**src/rtl/alu_exec_stage.sv**
```systemverilog
// Execute stage feeding the register-file write port.
// Single-cycle ALU ops complete with one cycle of latency at full throughput.
// MUL is an iterative shift-add over DATA_W cycles, during which in_ready
// is low. Condition flags are registered for later branch logic.
module alu_exec_stage #(
  parameter int DATA_W  = 19,
  parameter int ADDR_W  = 4,
  parameter int R0_ZERO = 1
) (
  input  logic              clk,
  input  logic              rst,
  input  logic              in_valid,
  output logic              in_ready,
  input  logic [3:0]        opcode,
  input  logic [ADDR_W-1:0] rd,
  input  logic [DATA_W-1:0] rs1_data,
  input  logic [DATA_W-1:0] rs2_data,
  output logic [ADDR_W-1:0] write_reg,
  output logic [DATA_W-1:0] write_data,
  output logic              reg_write,
  output logic              busy,
  output logic              illegal_op,
  output logic              flag_z,
  output logic              flag_c,
  output logic              flag_n
);

  localparam logic [3:0] OP_ADD  = 4'd0;
  localparam logic [3:0] OP_SUB  = 4'd1;
  localparam logic [3:0] OP_AND  = 4'd2;
  localparam logic [3:0] OP_OR   = 4'd3;
  localparam logic [3:0] OP_XOR  = 4'd4;
  localparam logic [3:0] OP_SLL  = 4'd5;
  localparam logic [3:0] OP_SRL  = 4'd6;
  localparam logic [3:0] OP_MUL  = 4'd7;
  localparam logic [3:0] OP_CMP  = 4'd8;
  localparam logic [3:0] OP_PASS = 4'd9;

  localparam logic [4:0] LAST_ITER = 5'(DATA_W - 1);

  typedef enum logic {S_IDLE, S_MUL} state_t;

  state_t              state_q, state_d;
  logic [DATA_W-1:0]   mul_a_q, mul_a_d;     // multiplicand, shifted left per step
  logic [DATA_W-1:0]   mul_b_q, mul_b_d;     // multiplier, shifted right per step
  logic [DATA_W-1:0]   mul_acc_q, mul_acc_d;
  logic [4:0]          mul_cnt_q, mul_cnt_d;
  logic [ADDR_W-1:0]   mul_rd_q, mul_rd_d;
  logic [ADDR_W-1:0]   write_reg_q, write_reg_d;
  logic [DATA_W-1:0]   write_data_q, write_data_d;
  logic                reg_write_q, reg_write_d;
  logic                illegal_q, illegal_d;
  logic                flag_z_q, flag_z_d;
  logic                flag_c_q, flag_c_d;
  logic                flag_n_q, flag_n_d;

  logic                accept;
  logic [DATA_W:0]     sum_w;
  logic [DATA_W:0]     diff_w;
  logic [4:0]          shamt;
  logic                shift_ok;
  logic [DATA_W-1:0]   alu_res;
  logic                alu_c;
  logic                op_def;
  logic                op_wb;
  logic                op_upd_c;
  logic [DATA_W-1:0]   mul_sum;

  assign in_ready = (state_q == S_IDLE) & ~rst;
  assign accept   = in_valid & in_ready;

  // Subtraction as A + ~B + 1 so the top bit is the "no borrow" carry.
  assign sum_w    = {1'b0, rs1_data} + {1'b0, rs2_data};
  assign diff_w   = {1'b0, rs1_data} + {1'b0, ~rs2_data} + {{DATA_W{1'b0}}, 1'b1};
  assign shamt    = rs2_data[4:0];
  assign shift_ok = (int'(shamt) < DATA_W);
  assign mul_sum  = mul_acc_q + (mul_b_q[0] ? mul_a_q : '0);

  // Decode the opcode into a single-cycle result and its side effects.
  always_comb begin
    alu_res  = '0;
    alu_c    = 1'b0;
    op_def   = 1'b1;
    op_wb    = 1'b1;
    op_upd_c = 1'b0;
    case (opcode)
      OP_ADD:  begin alu_res = sum_w[DATA_W-1:0];  alu_c = sum_w[DATA_W];  op_upd_c = 1'b1; end
      OP_SUB:  begin alu_res = diff_w[DATA_W-1:0]; alu_c = diff_w[DATA_W]; op_upd_c = 1'b1; end
      OP_AND:  alu_res = rs1_data & rs2_data;
      OP_OR:   alu_res = rs1_data | rs2_data;
      OP_XOR:  alu_res = rs1_data ^ rs2_data;
      OP_SLL:  alu_res = shift_ok ? (rs1_data << shamt) : '0;
      OP_SRL:  alu_res = shift_ok ? (rs1_data >> shamt) : '0;
      OP_MUL:  alu_res = '0;
      OP_CMP:  begin alu_res = diff_w[DATA_W-1:0]; alu_c = diff_w[DATA_W]; op_upd_c = 1'b1; op_wb = 1'b0; end
      OP_PASS: alu_res = rs1_data;
      default: begin op_def = 1'b0; op_wb = 1'b0; end
    endcase
  end

  // Next-state logic: issue single-cycle ops, or step the shift-add multiplier.
  always_comb begin
    state_d      = state_q;
    mul_a_d      = mul_a_q;
    mul_b_d      = mul_b_q;
    mul_acc_d    = mul_acc_q;
    mul_cnt_d    = mul_cnt_q;
    mul_rd_d     = mul_rd_q;
    write_reg_d  = write_reg_q;
    write_data_d = write_data_q;
    reg_write_d  = 1'b0;
    illegal_d    = 1'b0;
    flag_z_d     = flag_z_q;
    flag_c_d     = flag_c_q;
    flag_n_d     = flag_n_q;
    case (state_q)
      S_IDLE: begin
        if (accept) begin
          if (opcode == OP_MUL) begin
            state_d   = S_MUL;
            mul_a_d   = rs1_data;
            mul_b_d   = rs2_data;
            mul_acc_d = '0;
            mul_cnt_d = '0;
            mul_rd_d  = rd;
          end else if (op_def) begin
            flag_z_d = (alu_res == '0);
            flag_n_d = alu_res[DATA_W-1];
            if (op_upd_c) flag_c_d = alu_c;
            if (op_wb && !((R0_ZERO != 0) && (rd == '0))) begin
              reg_write_d  = 1'b1;
              write_reg_d  = rd;
              write_data_d = alu_res;
            end
          end else begin
            illegal_d = 1'b1;
          end
        end
      end
      S_MUL: begin
        mul_acc_d = mul_sum;
        mul_a_d   = mul_a_q << 1;
        mul_b_d   = mul_b_q >> 1;
        mul_cnt_d = mul_cnt_q + 5'd1;
        if (mul_cnt_q == LAST_ITER) begin
          state_d  = S_IDLE;
          flag_z_d = (mul_sum == '0);
          flag_n_d = mul_sum[DATA_W-1];
          if (!((R0_ZERO != 0) && (mul_rd_q == '0))) begin
            reg_write_d  = 1'b1;
            write_reg_d  = mul_rd_q;
            write_data_d = mul_sum;
          end
        end
      end
      default: state_d = S_IDLE;
    endcase
  end

  // State and output registers; reset aborts any multiply in flight.
  always_ff @(posedge clk) begin
    if (rst) begin
      state_q      <= S_IDLE;
      mul_a_q      <= '0;
      mul_b_q      <= '0;
      mul_acc_q    <= '0;
      mul_cnt_q    <= '0;
      mul_rd_q     <= '0;
      write_reg_q  <= '0;
      write_data_q <= '0;
      reg_write_q  <= 1'b0;
      illegal_q    <= 1'b0;
      flag_z_q     <= 1'b0;
      flag_c_q     <= 1'b0;
      flag_n_q     <= 1'b0;
    end else begin
      state_q      <= state_d;
      mul_a_q      <= mul_a_d;
      mul_b_q      <= mul_b_d;
      mul_acc_q    <= mul_acc_d;
      mul_cnt_q    <= mul_cnt_d;
      mul_rd_q     <= mul_rd_d;
      write_reg_q  <= write_reg_d;
      write_data_q <= write_data_d;
      reg_write_q  <= reg_write_d;
      illegal_q    <= illegal_d;
      flag_z_q     <= flag_z_d;
      flag_c_q     <= flag_c_d;
      flag_n_q     <= flag_n_d;
    end
  end

  assign write_reg  = write_reg_q;
  assign write_data = write_data_q;
  assign reg_write  = reg_write_q;
  assign busy       = (state_q == S_MUL);
  assign illegal_op = illegal_q;
  assign flag_z     = flag_z_q;
  assign flag_c     = flag_c_q;
  assign flag_n     = flag_n_q;

endmodule

```
**config.mk**
```make
export PLATFORM = sky130hd
export DESIGN_NAME = alu_exec_stage
export DESIGN_NICKNAME = d
export VERILOG_FILES = /design/src/rtl/alu_exec_stage.sv
export SDC_FILE = /design/constraint.sdc
export NUM_CORES = 1
export LEC_CHECK = 0
export CORE_AREA = 2 2 140 142
export DETAILED_ROUTE_END_ITERATION = 8
export DIE_AREA = 0 0 142 144
export GPL_TIMING_DRIVEN = 0
export HOLD_SLACK_MARGIN = 0.15
export PLACE_DENSITY = 0.8
export SYNTH_ARGS = -nofsm -noshare
export SYNTH_HDL_FRONTEND = slang
export SYNTH_SLANG_ARGS = --single-unit
```
**constraint.sdc**
```tcl
create_clock -name clk -period 4.6 [get_ports clk]
set_input_delay 1.15 -clock clk [delete_from_list [all_inputs] [get_ports clk]]
set_output_delay 1.15 -clock clk [all_outputs]
set_load 0.1 [all_outputs]
```
# Yosys cells after proc, flatten, opt, wreduce, memory -nomap -nowiden
# Cells that the tools add are included.
[word_totals]
regBits = 95
memories = 0
ram_bits = 0
output_inout_bits = 30
latchBits = 0
mem_bits_ro = 0
input_bits = 49
[op_classes]
order_cmp = 1
n_eq_ne = 17
div = 0
add_sub_neg = 5
multipliers = 0
n_mux = 56
n_bitwise = 10
n_reduce_logical = 17
shift = 2
[ops]
columns = ["op", "count"]
rows = [
  ["two-way mux 19 bit", 15],
  ["one-hot mux 19 bit (2 select lines)", 4],
  ["one-hot mux 19 bit (8 select lines)", 1],
  ["adder 19 x 19 -> 20 bit", 2],
  ["zero test 19 bit", 2],
  ["two-way mux 4 bit", 6],
  ["two-way mux 1 bit", 21],
  ["adder 20 x 1 -> 20 bit (second input constant)", 1],
  ["adder 19 bit", 1],
  ["bitwise AND 19 bit", 1],
  ["inverter 19 bit", 1],
  ["bitwise OR 19 bit", 1],
  ["left shift 19 x 5 -> 19 bit", 1],
  ["right shift 19 x 5 -> 19 bit", 1],
  ["bitwise XOR 19 bit", 1],
  ["equality test 4 x 3 -> 1 bit (second input constant)", 4],
  ["zero test 4 bit", 3],
  ["two-way mux 5 bit", 2],
  ["one-hot mux 1 bit (2 select lines)", 5],
  ["one-hot mux 5 bit (2 select lines)", 1],
  ["OR reduction 10 bit", 1],
  ["OR reduction 9 bit", 1],
  ["equality test 4 x 2 -> 1 bit (second input constant)", 2],
  ["equality test 4 bit (second input constant)", 2],
  ["other kinds (19)", 28],
]

# Longest topological paths before layout
[logic_depth]
ltp_word = 9
ltp_mapped = 16
mapped_depth_nobuf = 14

# Worst setup path before layout
# No wires, ideal clock.
[synth_timing]
path_type = "input to register"
start = "in rs2_data[2]"
end = "reg flag_z_q (netlist: flag_z)"
path_stages = 15
setup_slack_ns = -0.254
setup_ns = 0.073
t_arrival_ns = 4.781
path_buffers = 3
t_required_ns = 4.527
cell_sequence = "inv_1 > buf_1 > clkbuf_1 > ha_1 > buf_6 > o21a_1 > a2111oi_2 > o211ai_1 > a221o_1 > a41o_1 > a211o_1 > a211oi_2 > nand4_1 > or4_1 > o211ai_2"
[synth_via]
elab_chain_len = 9
[synth_lines]
columns = ["item", "line_no", "source"]
rows = [
  ["start: declaration", "17", "input logic [DATA_W-1:0] rs2_data,"],
  ["inverter 19 bit", "74", "assign diff_w = {1'b0, rs1_data} + {1'b0, ~rs2_data} + {{DATA_W{1'b0}}, 1'b1};"],
  ["adder 19 x 19 -> 20 bit", "74", ""],
  ["adder 20 x 1 -> 20 bit", "74", ""],
  ["one-hot mux 19 bit (8 select lines) (*)", "86", "case (opcode)"],
  ["zero test 19 bit (*)", "127", "flag_z_d = (alu_res == '0);"],
  ["two-way mux 1 bit (*)", "126", "end else if (op_def) begin"],
  ["two-way mux 1 bit (*)", "119", "if (opcode == OP_MUL) begin"],
  ["two-way mux 1 bit (*)", "118", "if (accept) begin"],
  ["one-hot mux 1 bit (2 select lines) (*)", "116", "case (state_q)"],
  ["end signal: assignment", "187", "flag_z_q <= flag_z_d;"],
  ["end: declaration", "53", "logic flag_z_q, flag_z_d;"],
]
# Every way passes the cells marked *; elsewhere a longest branch is shown, timed or not. The select of a mux whose other input is x is not followed.
# A chain may end at the register's enable or synchronous reset.

# Final worst setup path
[layout_timing]
start = "in rs1_data[8]"
end = "reg flag_z_q (netlist: flag_z)"
[layout_via]
elab_chain_len = 8
[layout_lines]
columns = ["item", "line_no", "source"]
rows = [
  ["start: declaration", "16", "input logic [DATA_W-1:0] rs1_data,"],
  ["adder 19 x 19 -> 20 bit (tied with other cells)", "74", ""],
  ["adder 20 x 1 -> 20 bit (tied with other cells)", "74", ""],
  ["one-hot mux 19 bit (8 select lines) (*)", "86", ""],
  ["zero test 19 bit (*)", "127", ""],
  ["two-way mux 1 bit (*)", "126", ""],
  ["two-way mux 1 bit (*)", "119", ""],
  ["two-way mux 1 bit (*)", "118", ""],
  ["one-hot mux 1 bit (2 select lines) (*)", "116", ""],
]
# Marks and branches as above.

==> results_dict.tcl <==
set metrics [dict create \
    ys_types 94 \
    syn_area_per_cell_um2 7.26 \
    cp_data_arrival_time_ps 4870 \
    dp_worst_setup_slack_ps -1550 \
    cp_slowest_stage_delay_ps 600 \
    synth.area.top_cells "dfxtp_1 (19%), ha_1 (9.9%), a21oi_1 (7.8%)" \
    firstDrtPassIters 5 \
    min_path_type "reg2reg" \
    grt_pass1_vias 10800 \
    gr-total-overflow 0 \
    rsz0062_at_grt "no" \
    clockRootBuffer "clkbuf_16" \
    slew_viol_final 0 \
    synth_area_um2 10300 \
    synth_commonest_cells "nand2_1 (179), a21oi_1 (160), nor2_1 (160)" \
    ys_seq_area_share_pct 18.5 \
    dr_total_vias 12000 \
    setup_violations 0 \
    hpwl_um 31800 \
    synth_seq_cells 95 \
    wl_um 42100 \
    ir_drop_mv 0.212 \
    synth_top_area_cell "dfxtp_1" \
    final-seq-area_um2 1900 \
    status "finished, final reports clean" \
    die_area_um2 20400 \
    tightest_slew_ps 986 \
    fin_crit_sh_pct 99.7 \
    cp_data_required_time_ps 4880 \
    cp-start-kind "input pin" \
    ant_nets 0 \
    rows 51 \
    post-synth-top-count-cell "nand2_1" \
    max_cap_viol_count 0 \
    critPathKind "in2reg" \
    die_w_um 142 \
    drt_iter0_markers 1438 \
    layout.nets 1658 \
    setup_ws_ps 15.0 \
    core_area_um2 19100 \
    portBuffers 77 \
    cp_max_fo 10 \
    cts_tree "yes" \
    clk_pin_slew_ps 70 \
    die_h_um 144 \
    synth-edff-count 0 \
    leakagePower_nw 4.93 \
    syn2layout_area_growth_pct 20.9 \
    cts_htree_levels 3 \
    vias_per_cell 6.77 \
    drc_errors 0 \
    wl_per_cell_um 23.8 \
    io_pins 79 \
    finClkSkew_ps 9.90 \
    gp_congestion 1.05 \
    fill_cells 1709 \
    syn_nets 1547 \
    fmax_mhz 218 \
    clk_latency_ps 360 \
    slew_headroom_pct 34.1 \
    worstPathCellList "clkdlybuf4s50_1 -> buf_6 -> inv_1 -> ha_4 -> inv_1 -> a211oi_2 -> o211ai_1 -> nand2_1 -> a221o_1 -> o22ai_2 -> nand4_1 -> or4_4 -> or4_4 -> o211ai_2" \
    clk_path_buf_depth 2 \
    power_mw 2.68 \
    async_reset_ff_share_pct 0 \
    drive_gt1_share_pct 14.0 \
    grt_usage_pct 40.4 \
    pwr_density_cell_nw_per_um2 216 \
    synth_top_cell_area_share_pct 18.5 \
    grt_pass1_wl_um 63000 \
    synthFlopType "dfxtp_1" \
    critPathCaptureType "flop" \
    n_antenna_cell 0 \
    cts_sinks 95 \
    slowest_stage "clkdlybuf4s50_1" \
    period_needed_ps 4580 \
    utilization_pct 65.0 \
    multi_input_area_um2 8040 \
    syn_inst 1414 \
    ctsHoldBuffers 0 \
    antenna_found_initial 0 \
    grt_max_degree 17 \
    start_util_pct 53.8 \
    numCtsBuffers 9 \
    synth_warnings 0 \
    finalHoldViolations 0 \
]
## per-layer routing
metal,GRT usage (%),up-vias,wire length (um)
met1,55.6,5625,17400
met3,10.9,141,5190
met5,2.51,-,62
met2,58.4,849,17200
met4,19.1,2,2200
li1,-,5356,-
## path summary, 6_finish.rpt
path | from | to | slack (ps) | cells after the start
max | rs1_data[8] | flag_z | 20 | 14
min | mul_acc_q[13] | mul_acc_q[13] | 470 | 2
max reg2reg | mul_b_q[0] | flag_z | 590 | 14
min reg2reg | mul_acc_q[13] | mul_acc_q[13] | 470 | 2
## per-stage QoR
stage | cell area, um^2 | setup TNS (ps) | hold slack (ps) | std cells
global route | 12400 | 0 | 485 | 1768
CTS | 12200 | 0 | 467 | 1757
finish | 12400 | 0 | 467 | 1768
detailed placement | 11300 | -12650 | 459 | 1730
floorplan | 10300 | 0 | 441 | 1414
global placement | 11300 | -13020 | 446 | 1729
## worst max-delay path, delay by kind of cell
family / cells / cell delay, ps
simple gates: 4 / 1400
buf+inv: 4 / 1030
compound gates: 5 / 980
fa+ha+maj: 1 / 300
## cells by family after synthesis
group	share of synthesized area (%)
buffers and inverters	7.57
adder cells (fa/ha/maj)	10.5
multiplexers	9.20
AND/OR/NAND/NOR	25.1
AO/OA/AOI/OAI	27.1
XOR/XNOR	1.96
flip-flops	18.5
## power by group
group          total [mW]  switching (mW)  internal [mW]
registers           0.840         0.00640          0.834
logic                1.02           0.646          0.377
clock network       0.822           0.344          0.478
## cell usage in the layout, fill, tap and decap left out, drive strengths merged, types with 14 or more instances in the layout
cell type / count
nand2: 180
nor3: 36
clkdlybuf4s50: 58
ha: 81
inv: 66
clkbuf: 78
mux2i: 36
nor2: 160
nor4: 15
o211ai: 14
a21o: 14
o21ai: 62
and2: 24
mux4: 20
dfxtp: 95
nand3: 30
nor2b: 18
a21oi: 160
buf: 71
nand2b: 22
a211oi: 23
## area by class of cell
| class | instances | share of cell area, % |
|---|---|---|
| multi-input cells | 1145 | 64.8 |
| repair buffers | 108 | 7.90 |
| plain buffers | 101 | 4.93 |
| flip-flops and latches | 95 | 15.3 |
| clock inverters | 7 | 0.746 |
| inverters | 65 | 2.10 |
| well taps | 238 | 2.40 |
| clock buffers | 9 | 1.82 |
## repair_timing
action                     4_1_cts  5_1_grt
hold endpoints to repair         0        0
setup endpoints to repair       16        5
gates resized for setup        117       67
buffers inserted                17       13
pin swaps                       20       14
No activity file was read; power rests on OpenSTA's default activity.
